==> src/rtl/rx_char_process.sv <==
// rx_char_process: receive-side character processor.
// Classifies decoded characters, resolves ESC sequences (NULL, time-code,
// escape error), queues N-chars in a first-word-fall-through FIFO, tracks the
// receive credit granted to the far end and keeps sticky error flags.
module rx_char_process #(
  parameter int FIFO_AW     = 3,
  parameter int CREDIT_W    = 6,
  parameter int CREDIT_STEP = 8,
  parameter int CREDIT_MAX  = 56
) (
  input  logic                posedge_clk,
  input  logic                rx_reset,
  input  logic                char_valid,
  input  logic                char_is_ctrl,
  input  logic [1:0]          char_ctrl,
  input  logic [7:0]          char_data,
  input  logic                char_par_err,
  input  logic                fct_sent,
  input  logic                err_clr,
  input  logic                rx_data_ready,
  output logic [8:0]          rx_data_flag,
  output logic                rx_data_valid,
  output logic [FIFO_AW:0]    fifo_count,
  output logic [7:0]          timecode,
  output logic                tick_out,
  output logic                rx_got_fct,
  output logic                rx_got_null,
  output logic [CREDIT_W-1:0] credit,
  output logic                err_par,
  output logic                err_esc,
  output logic                err_credit,
  output logic                err_ovf
);

  localparam int DEPTH = 1 << FIFO_AW;
  localparam logic [FIFO_AW:0]  FULL_CNT = (FIFO_AW+1)'(DEPTH);
  localparam logic [CREDIT_W:0] STEP_EXT = (CREDIT_W+1)'(CREDIT_STEP);
  localparam logic [CREDIT_W:0] MAX_EXT  = (CREDIT_W+1)'(CREDIT_MAX);

  localparam logic [1:0] CTRL_FCT = 2'd0;
  localparam logic [1:0] CTRL_EOP = 2'd1;
  localparam logic [1:0] CTRL_EEP = 2'd2;
  localparam logic [1:0] CTRL_ESC = 2'd3;

  typedef enum logic {IDLE, ESC_PEND} state_t;

  state_t                state_reg, state_next;
  logic [8:0]            mem [DEPTH];
  logic [FIFO_AW-1:0]    wr_ptr_reg, wr_ptr_next;
  logic [FIFO_AW-1:0]    rd_ptr_reg, rd_ptr_next;
  logic [FIFO_AW:0]      count_reg, count_next;
  logic [8:0]            head_reg, head_next;
  logic                  valid_reg;
  logic [CREDIT_W-1:0]   credit_reg, credit_next;
  logic [7:0]            timecode_reg;
  logic                  tick_reg, got_fct_reg, got_null_reg;
  logic                  err_par_reg, err_esc_reg, err_credit_reg, err_ovf_reg;

  logic                  char_ok, nchar, push_req, push_acc, pop, full;
  logic                  par_evt, esc_evt, credit_evt, ovf_evt;
  logic                  fct_evt, null_evt, tick_evt;
  logic [8:0]            push_word;
  logic [CREDIT_W:0]     credit_sum, credit_added;

  // Character decode, credit arithmetic and FIFO bookkeeping for this cycle.
  always_comb begin
    char_ok   = char_valid & ~char_par_err;
    par_evt   = char_valid & char_par_err;
    // N-chars are data, EOP and EEP seen outside an escape sequence.
    nchar     = char_ok && (state_reg == IDLE) &&
                (!char_is_ctrl || char_ctrl == CTRL_EOP || char_ctrl == CTRL_EEP);
    push_word = char_is_ctrl ? {1'b1, 7'd0, (char_ctrl == CTRL_EEP)}
                             : {1'b0, char_data};

    fct_evt   = char_ok && (state_reg == IDLE) && char_is_ctrl && (char_ctrl == CTRL_FCT);
    null_evt  = char_ok && (state_reg == ESC_PEND) && char_is_ctrl && (char_ctrl == CTRL_FCT);
    tick_evt  = char_ok && (state_reg == ESC_PEND) && !char_is_ctrl;
    esc_evt   = char_ok && (state_reg == ESC_PEND) && char_is_ctrl && (char_ctrl != CTRL_FCT);

    // Credit granted by an FCT sent this cycle is usable by a same-cycle N-char.
    credit_sum   = {1'b0, credit_reg} + STEP_EXT;
    if (fct_sent)
      credit_added = (credit_sum > MAX_EXT) ? MAX_EXT : credit_sum;
    else
      credit_added = {1'b0, credit_reg};

    push_req    = nchar && (credit_added != '0);
    credit_evt  = nchar && (credit_added == '0);
    credit_next = push_req ? CREDIT_W'(credit_added - 1'b1) : CREDIT_W'(credit_added);

    // A push into a full FIFO is still accepted when the head leaves this cycle.
    pop      = valid_reg && rx_data_ready;
    full     = (count_reg == FULL_CNT);
    push_acc = push_req && (!full || pop);
    ovf_evt  = push_req && full && !pop;

    rd_ptr_next = rd_ptr_reg + FIFO_AW'(pop);
    wr_ptr_next = wr_ptr_reg + FIFO_AW'(push_acc);
    count_next  = count_reg + (FIFO_AW+1)'(push_acc) - (FIFO_AW+1)'(pop);

    // Registered head: bypass the write when the new entry becomes the head.
    if (count_next == '0)
      head_next = 9'd0;
    else if (push_acc && (wr_ptr_reg == rd_ptr_next))
      head_next = push_word;
    else
      head_next = mem[rd_ptr_next];

    state_next = state_reg;
    if (char_valid) begin
      if (char_par_err)
        state_next = IDLE;
      else if (state_reg == IDLE && char_is_ctrl && char_ctrl == CTRL_ESC)
        state_next = ESC_PEND;
      else
        state_next = IDLE;
    end
  end

  // FIFO storage; no reset so it maps onto plain RAM.
  always_ff @(posedge posedge_clk) begin
    if (push_acc)
      mem[wr_ptr_reg] <= push_word;
  end

  // State, FIFO pointers, credit, time-code, pulses and sticky errors.
  always_ff @(posedge posedge_clk) begin
    if (rx_reset) begin
      state_reg      <= IDLE;
      wr_ptr_reg     <= '0;
      rd_ptr_reg     <= '0;
      count_reg      <= '0;
      head_reg       <= 9'd0;
      valid_reg      <= 1'b0;
      credit_reg     <= '0;
      timecode_reg   <= 8'd0;
      tick_reg       <= 1'b0;
      got_fct_reg    <= 1'b0;
      got_null_reg   <= 1'b0;
      err_par_reg    <= 1'b0;
      err_esc_reg    <= 1'b0;
      err_credit_reg <= 1'b0;
      err_ovf_reg    <= 1'b0;
    end else begin
      state_reg      <= state_next;
      wr_ptr_reg     <= wr_ptr_next;
      rd_ptr_reg     <= rd_ptr_next;
      count_reg      <= count_next;
      head_reg       <= head_next;
      valid_reg      <= (count_next != '0);
      credit_reg     <= credit_next;
      if (tick_evt)
        timecode_reg <= char_data;
      tick_reg       <= tick_evt;
      got_fct_reg    <= fct_evt;
      got_null_reg   <= null_evt;
      // A new error event wins over a simultaneous clear.
      err_par_reg    <= (err_par_reg    & ~err_clr) | par_evt;
      err_esc_reg    <= (err_esc_reg    & ~err_clr) | esc_evt;
      err_credit_reg <= (err_credit_reg & ~err_clr) | credit_evt;
      err_ovf_reg    <= (err_ovf_reg    & ~err_clr) | ovf_evt;
    end
  end

  assign rx_data_flag  = head_reg;
  assign rx_data_valid = valid_reg;
  assign fifo_count    = count_reg;
  assign timecode      = timecode_reg;
  assign tick_out      = tick_reg;
  assign rx_got_fct    = got_fct_reg;
  assign rx_got_null   = got_null_reg;
  assign credit        = credit_reg;
  assign err_par       = err_par_reg;
  assign err_esc       = err_esc_reg;
  assign err_credit    = err_credit_reg;
  assign err_ovf       = err_ovf_reg;

endmodule

==> config.mk <==
export PLATFORM = sky130hd
export DESIGN_NAME = rx_char_process
export DESIGN_NICKNAME = d
export VERILOG_FILES = /design/src/rtl/rx_char_process.sv
export SDC_FILE = /design/constraint.sdc
export NUM_CORES = 1
export LEC_CHECK = 0
export BUFFER_PORTS_ARGS = -buffer_cell sky130_fd_sc_hd__buf_2
export CAP_MARGIN = 20
export CORE_MARGIN = 2
export CORE_UTILIZATION = 30
export DETAILED_ROUTE_END_ITERATION = 10
export PLACE_DENSITY_LB_ADDON = 0.2
export SLEW_MARGIN = 5
export SYNTH_ARGS = -nofsm -noshare
export SYNTH_HDL_FRONTEND = slang
export SYNTH_SLANG_ARGS = --single-unit
==> constraint.sdc <==
create_clock -name posedge_clk -period 4.05 [get_ports posedge_clk]
set_input_delay 1.215 -clock posedge_clk [delete_from_list [all_inputs] [get_ports posedge_clk]]
set_output_delay 1.215 -clock posedge_clk [all_outputs]
set_load 0.01 [all_outputs]
==> metrics.yaml, run 1 <==
gr-total-overflow: 0
layout-drive-gt1-share_pct: 31.1
clock.fmax_mhz: 271
slew-limit-headroom_pct: 36.0
synthTopCellsByArea: "edfxtp_1 46%, dfxtp_1 18%, mux4_2 8.5%, ha_1 2.9%, nand2_1 2.4%"
slowest_delay_ns: 0.42
fin_ws_ns: 0.354
pin_count: 53
clock_sinks: 114
cp_slowest_cell: "dfxtp_1"
synth-seq-cells: 114
num_vias: 2937
syn_area_per_cell_um2: 14.0
first_pass_iters: 4
syn2layout_area_growth_pct: 26.7
worstSetupPathType: "register to register"
drt_wl_total_mm: 10.1
start_kind: "register"
status: "completed"
grt_usage_pct: 13.2
vias_per_cell: 4.60
start_util_pct: 31.0
power_mw: 3.83
fp.dieH_um: 130
grt_pass1_vias: 3110
path_buf_inv: 3
ant_nets: 0
whs_ns: 0.454
syn_inst: 339
htreeDepth: 4
dieArea_um2: 16800
synthTopCellsByCount: "72 x edfxtp_1, 42 x dfxtp_1, 30 x nand2_1"
io_buffers: 52
hold_viol_final: 0
drt_iter0_drc: 177
cp.required_ns: 4.39
yosysMostFrequentCell: "edfxtp_1"
syn_nets: 369
placed_cell_area_um2: 5360
grt_pass1_wl_mm: 16.3
synthDistinctLibCells: 48
cts-root-buf: "clkbuf_16"
fin_area_um2: 6010
p_per_area_nw_per_um2: 637
fp.dieW_um: 130
instances_no_fill: 639
leakage_nw: 2.24
clock_skew_ns: 0.00797
cts_buffers: 17
core-area_um2: 15300
worstPathCellList: "inv_1, ha_1, nor2b_1, o311ai_1, nand2_1, ha_1, nand2b_1, o21ai_4, o21ai_0, ha_1, inv_1, fa_1, xor2_1, a41o_1, inv_2, o311a_1"
rsz0062_at_grt: "no"
end_kind: "register"
ys.flop_type: "edfxtp_1"
finalCriticalPeriod_ns: 3.70
dp_hpwl_mm: 7.00
cts_tree: "done"
gp_congestion: 0.758
worstPathArrival_ns: 4.04
hold_class: "register to register"
finalCritPeriodShare_pct: 91.3
synth_edf_count: 72
dp.cells: 607
slew_violations: 0
insertion_delay_ns: 0.40
postCtsSetupRepairBufs: 0
synth_largest_area_cell: "edfxtp_1"
final_net_count: 445
synth_top_area_share_pct: 45.6
grt_max_degree: 33
diodes: 0
synth_area_um2: 4750
ctsHoldBuffers: 0
setup_viol: 0
ir_worst_vdd_v: 0.000284
clockBufferDepth: 2
largest_reg_flops: 72
ys_seq_area_share_pct: 63.3
cpLargestDelayFamily: "compound AO/OA/AOI/OAI gates"
wire_per_inst_um: 15.9
std_cell_rows: 45
place_worst_setup_slack_ns: -0.0804
critPathMaxFanout: 10
route.detailed.drc: 0
drv_cap: 0
yosys_warnings: 0
antenna_found_initial: 0
ys_async_sr_fraction_pct: 0
cpMostUsedCell: "ha_1"
clk_pin_slew_worst_paths_ns: 0.05
worst_pin_slew_ns: 0.949
## layer usage
metal  vias to the layer above  global-route usage [%]  wire length [um]
met1                      1444                    16.5              4650
met3                        13                    3.24               326
met2                        56                    21.6              4990
li1                       1424                       -                 -
met5                         -                       0                 0
met4                         0                    5.88               172
## path summary, 6_finish.rpt
| kind | from | to | slack (ns) | cells after the start |
|---|---|---|---|---|
| min reg2reg | timecode[5] | timecode[5] | 0.45 | 2 |
| max | credit[3] | rx_data_flag[1] | 0.35 | 16 |
| min | timecode[5] | timecode[5] | 0.45 | 2 |
| max reg2reg | credit[3] | rx_data_flag[1] | 0.35 | 16 |
## layout make-up
type | count | area, um2
Sequential cell | 114 | 3000
Clock inverter | 14 | 229
Multi-Input combinational cell | 196 | 1620
Tap cell | 211 | 264
Timing Repair Buffer | 73 | 418
Clock buffer | 18 | 429
Fill cell | 1516 | 9300
Inverter | 13 | 48.8
## cells in the final DEF (no fill, tap or decap), types with 3 or more instances in the layout
cell type,instances
inv_6,3
buf_4,21
clkbuf_16,17
edfxtp_1,72
nor2_1,23
nand2_1,30
buf_2,52
a21oi_1,13
mux4_2,18
dfxtp_1,42
inv_1,12
ha_1,11
mux2i_1,9
bufinv_16,5
xor2_1,4
nor2b_1,14
o21ai_0,12
clkinv_4,6
nor3_1,4
o311a_1,9
nand3_1,4
xnor2_1,9
## where the power goes
group | internal (mW) | total, mW | switching [mW]
combinational | 0.378 | 0.819 | 0.440
clock | 1.10 | 1.64 | 0.536
sequential | 1.32 | 1.37 | 0.0513
## per-stage QoR
stage,utilization (%),setup TNS (ns)
detailed placement,35.0,-0.623
global placement,35.0,0
CTS,39.3,0
global route,39.3,0
floorplan,-,0
finish,39.3,0
## what timing repair did
action	in CTS	in global routing
gates resized for setup	0	1
hold endpoints to repair	0	0
endpoints found under the setup margin	0	9
## worst reg2reg max path, stage by stage (launching register included)
cell      delay, ns
dfxtp_1        0.42
inv_1          0.07
ha_1           0.20
nor2b_1        0.15
o311ai_1       0.39
nand2_1        0.16
ha_1           0.25
nand2b_1       0.21
o21ai_4        0.12
o21ai_0        0.22
ha_1           0.21
inv_1          0.06
fa_1           0.37
xor2_1         0.16
a41o_1         0.25
inv_2          0.18
o311a_1        0.21
## cell families (layout without fill, tap and decap cells)
family                   Yosys count  count (layout)  synth area share, %
AO/OA/AOI/OAI                     52              52                 8.25
XOR/XNOR                          13              13                 2.40
multiplexers                      28              28                 10.7
buffers and inverters             29             118                 2.69
flip-flops                       114             114                 63.3
AND/OR/NAND/NOR                   91              91                 9.39
adder cells (fa/ha/maj)           12              12                 3.32
No activity file was read; power rests on OpenSTA's default activity.
==> run 2, diff against run 1 <==
Settings changed: ABC_AREA set to 1.
==> metrics.yaml, run 2 <==
gr-total-overflow: 0
ctsHoldBuffers: 0
synthTopCellsByCount: "84 x nor2_1, 78 x nand2_1, 72 x edfxtp_1"
synth_edf_count: 72
htreeDepth: 4
grt_max_degree: 32
first_pass_iters: 4
start_kind: "register"
rrSetupSlack_ns: 0.38
clk_pin_slew_worst_paths_ns: 0.06
end_kind: "register"
clock.fmax_mhz: 272
critPathMaxFanout: 10
syn_nets: 523
gp_congestion: 0.803
cts_buffers: 17
timing.rr.start: "credit[3]"
min_to: "err_par"
synthTopCellsByArea: "edfxtp_1 45%, dfxtp_1 17%, nor2_1 6.5%, nand2_1 6.0%, o21ai_0 4.8%"
rsz0062_at_grt: "no"
io_buffers: 52
grt_pass1_wl_mm: 18.7
finalCritPeriodShare_pct: 90.7
leakage_nw: 2.53
cts_tree: "done"
ctsResizeCount: 0
hold_viol_final: 0
core-area_um2: 15800
synth_largest_area_cell: "edfxtp_1"
largest_reg_flops: 72
syn_inst: 493
cts-root-buf: "clkbuf_16"
syn_area_per_cell_um2: 9.82
status: "completed"
dp_hpwl_mm: 7.66
worstSetupPathType: "register to register"
antenna_found_initial: 0
std_cell_rows: 46
grt_pass1_vias: 3474
slowest_delay_ns: 0.44
start_util_pct: 30.6
vias_per_cell: 4.49
reg2reg_depth: 26
yosys_warnings: 0
synthDistinctLibCells: 34
ys_seq_area_share_pct: 62.0
dieArea_um2: 17200
drt_iter0_drc: 145
insertion_delay_ns: 0.41
cp_slowest_cell: "dfxtp_1"
num_vias: 3575
worst_pin_slew_ns: 0.670
wire_per_inst_um: 14.7
slew-limit-headroom_pct: 55.2
rr_endpoint: "rx_data_flag[0]"
finalCriticalPeriod_ns: 3.67
pin_count: 53
ys_async_sr_fraction_pct: 0
synth-seq-cells: 114
synth_top_area_share_pct: 44.6
synth_area_um2: 4840
drt_wl_total_mm: 11.7
ir_worst_vdd_v: 0.000306
final_common_cell: "nor2_1"
postCtsSetupRepairBufs: 0
drv_cap: 0
clockBufferDepth: 2
clock_skew_ns: 0.00830
hold_class: "register to register"
cp.required_ns: 4.39
p_per_area_nw_per_um2: 620
worstHoldStart: "err_par"
fp.dieW_um: 131
final_net_count: 598
setup_tns_ns: 0
syn2layout_area_growth_pct: 24.5
power_mw: 3.74
diodes: 0
worstPathArrival_ns: 4.02
nFillCells: 1559
fp.dieH_um: 131
route.detailed.drc: 0
ys.flop_type: "edfxtp_1"
mostFrequentLayoutCells: "84 x nor2_1, 78 x nand2_1, 72 x edfxtp_1"
ant_nets: 0
hold_path_depth: 2
yosysMostFrequentCell: "nor2_1"
layout-drive-gt1-share_pct: 20.3
grt_usage_pct: 14.6
cpMostUsedCell: "nand2_1"
clock_sinks: 114
setup_viol: 0
slew_violations: 0
-- run 2: cell types whose count changed after synthesis, moves of 5 or more --
cell | before | now
nand2_2 | 0 | 5
mux2i_1 | 9 | 0
o22ai_1 | 0 | 6
nand2_1 | 30 | 78
nand3_1 | 4 | 30
o311a_1 | 9 | 0
o21ai_0 | 12 | 46
nor2_1 | 23 | 84
o221ai_1 | 0 | 6
xnor2_1 | 9 | 2
inv_1 | 12 | 50
nor2b_1 | 14 | 0
mux4_2 | 18 | 0
-- run 2: layout make-up --
cell class / count / area [um2] / area share (%)
clock buffers: 20 / 437 / 7.24
clock inverters: 12 / 134 / 2.22
inverters: 53 / 199 / 3.30
multi-input cells: 308 / 1560 / 25.9
flip-flops and latches: 114 / 3000 / 49.8
well taps: 216 / 270 / 4.48
repair buffers: 74 / 425 / 7.06
-- run 2: cells by family after synthesis --
kind of cell | count (synthesis) | synth area share [%]
fa+ha+maj | 12 | 3.25
flops | 114 | 62.0
compound gates | 80 | 9.25
buf+inv | 71 | 5.79
xor+xnor | 6 | 1.24
simple gates | 210 | 18.5
-- run 2: stage by stage --
stage          area (um2)  instances  setup WS [ns]  util (%)  hold WS (ns)
2_1_floorplan        4840        493          0.238         -         0.481
3_3_place_gp         5450        764          0.166      34.4         0.453
3_5_place_dp         5450        764         0.0755      34.4         0.454
4_1_cts              6020        796          0.357      38.0         0.464
5_1_grt              6030        797         0.0290      38.1         0.503
6_report             6030        797          0.378      38.1         0.464
-- run 2: worst max-delay path: cells and delay by family (launching register included) --
family / cells / cell delay (ns)
and+or+nand+nor: 14 / 1.20
adders and majority gates: 4 / 1.06
buffers and inverters: 6 / 0.53
DFF: 1 / 0.44
AOI/OAI and AO/OA: 1 / 0.19
xor gates and xnor gates: 1 / 0.17
-- run 2: power breakdown --
part | internal, mW | switching (mW) | total [mW]
Clock | 0.906 | 0.524 | 1.43
Sequential | 1.32 | 0.0439 | 1.36
Combinational | 0.331 | 0.613 | 0.945
Total | 2.56 | 1.18 | 3.74
-- run 2: worst max-delay path by stage --
stage | from | to | cells after the start
2_1_floorplan | fct_sent | rx_data_flag[0] | 21
3_5_place_dp | fct_sent | rx_data_flag[0] | 23
4_1_cts | credit[3] | rx_data_flag[5] | 26
6_report | credit[3] | rx_data_flag[0] | 26
3_3_place_gp | fct_sent | rx_data_flag[2] | 23
5_1_grt | credit[3] | rx_data_flag[4] | 26
-- run 2: per-layer routing --
metal  GRT usage [%]  wire length [um]  vias to the layer above  share of wire, %
li1                -                 -                     1811                 -
met5               0                 0                        -                 0
met2            24.3              5480                       72                47
met4            4.69               142                        0               1.2
met3            4.10               516                        9               4.4
met1            18.5              5550                     1683                47
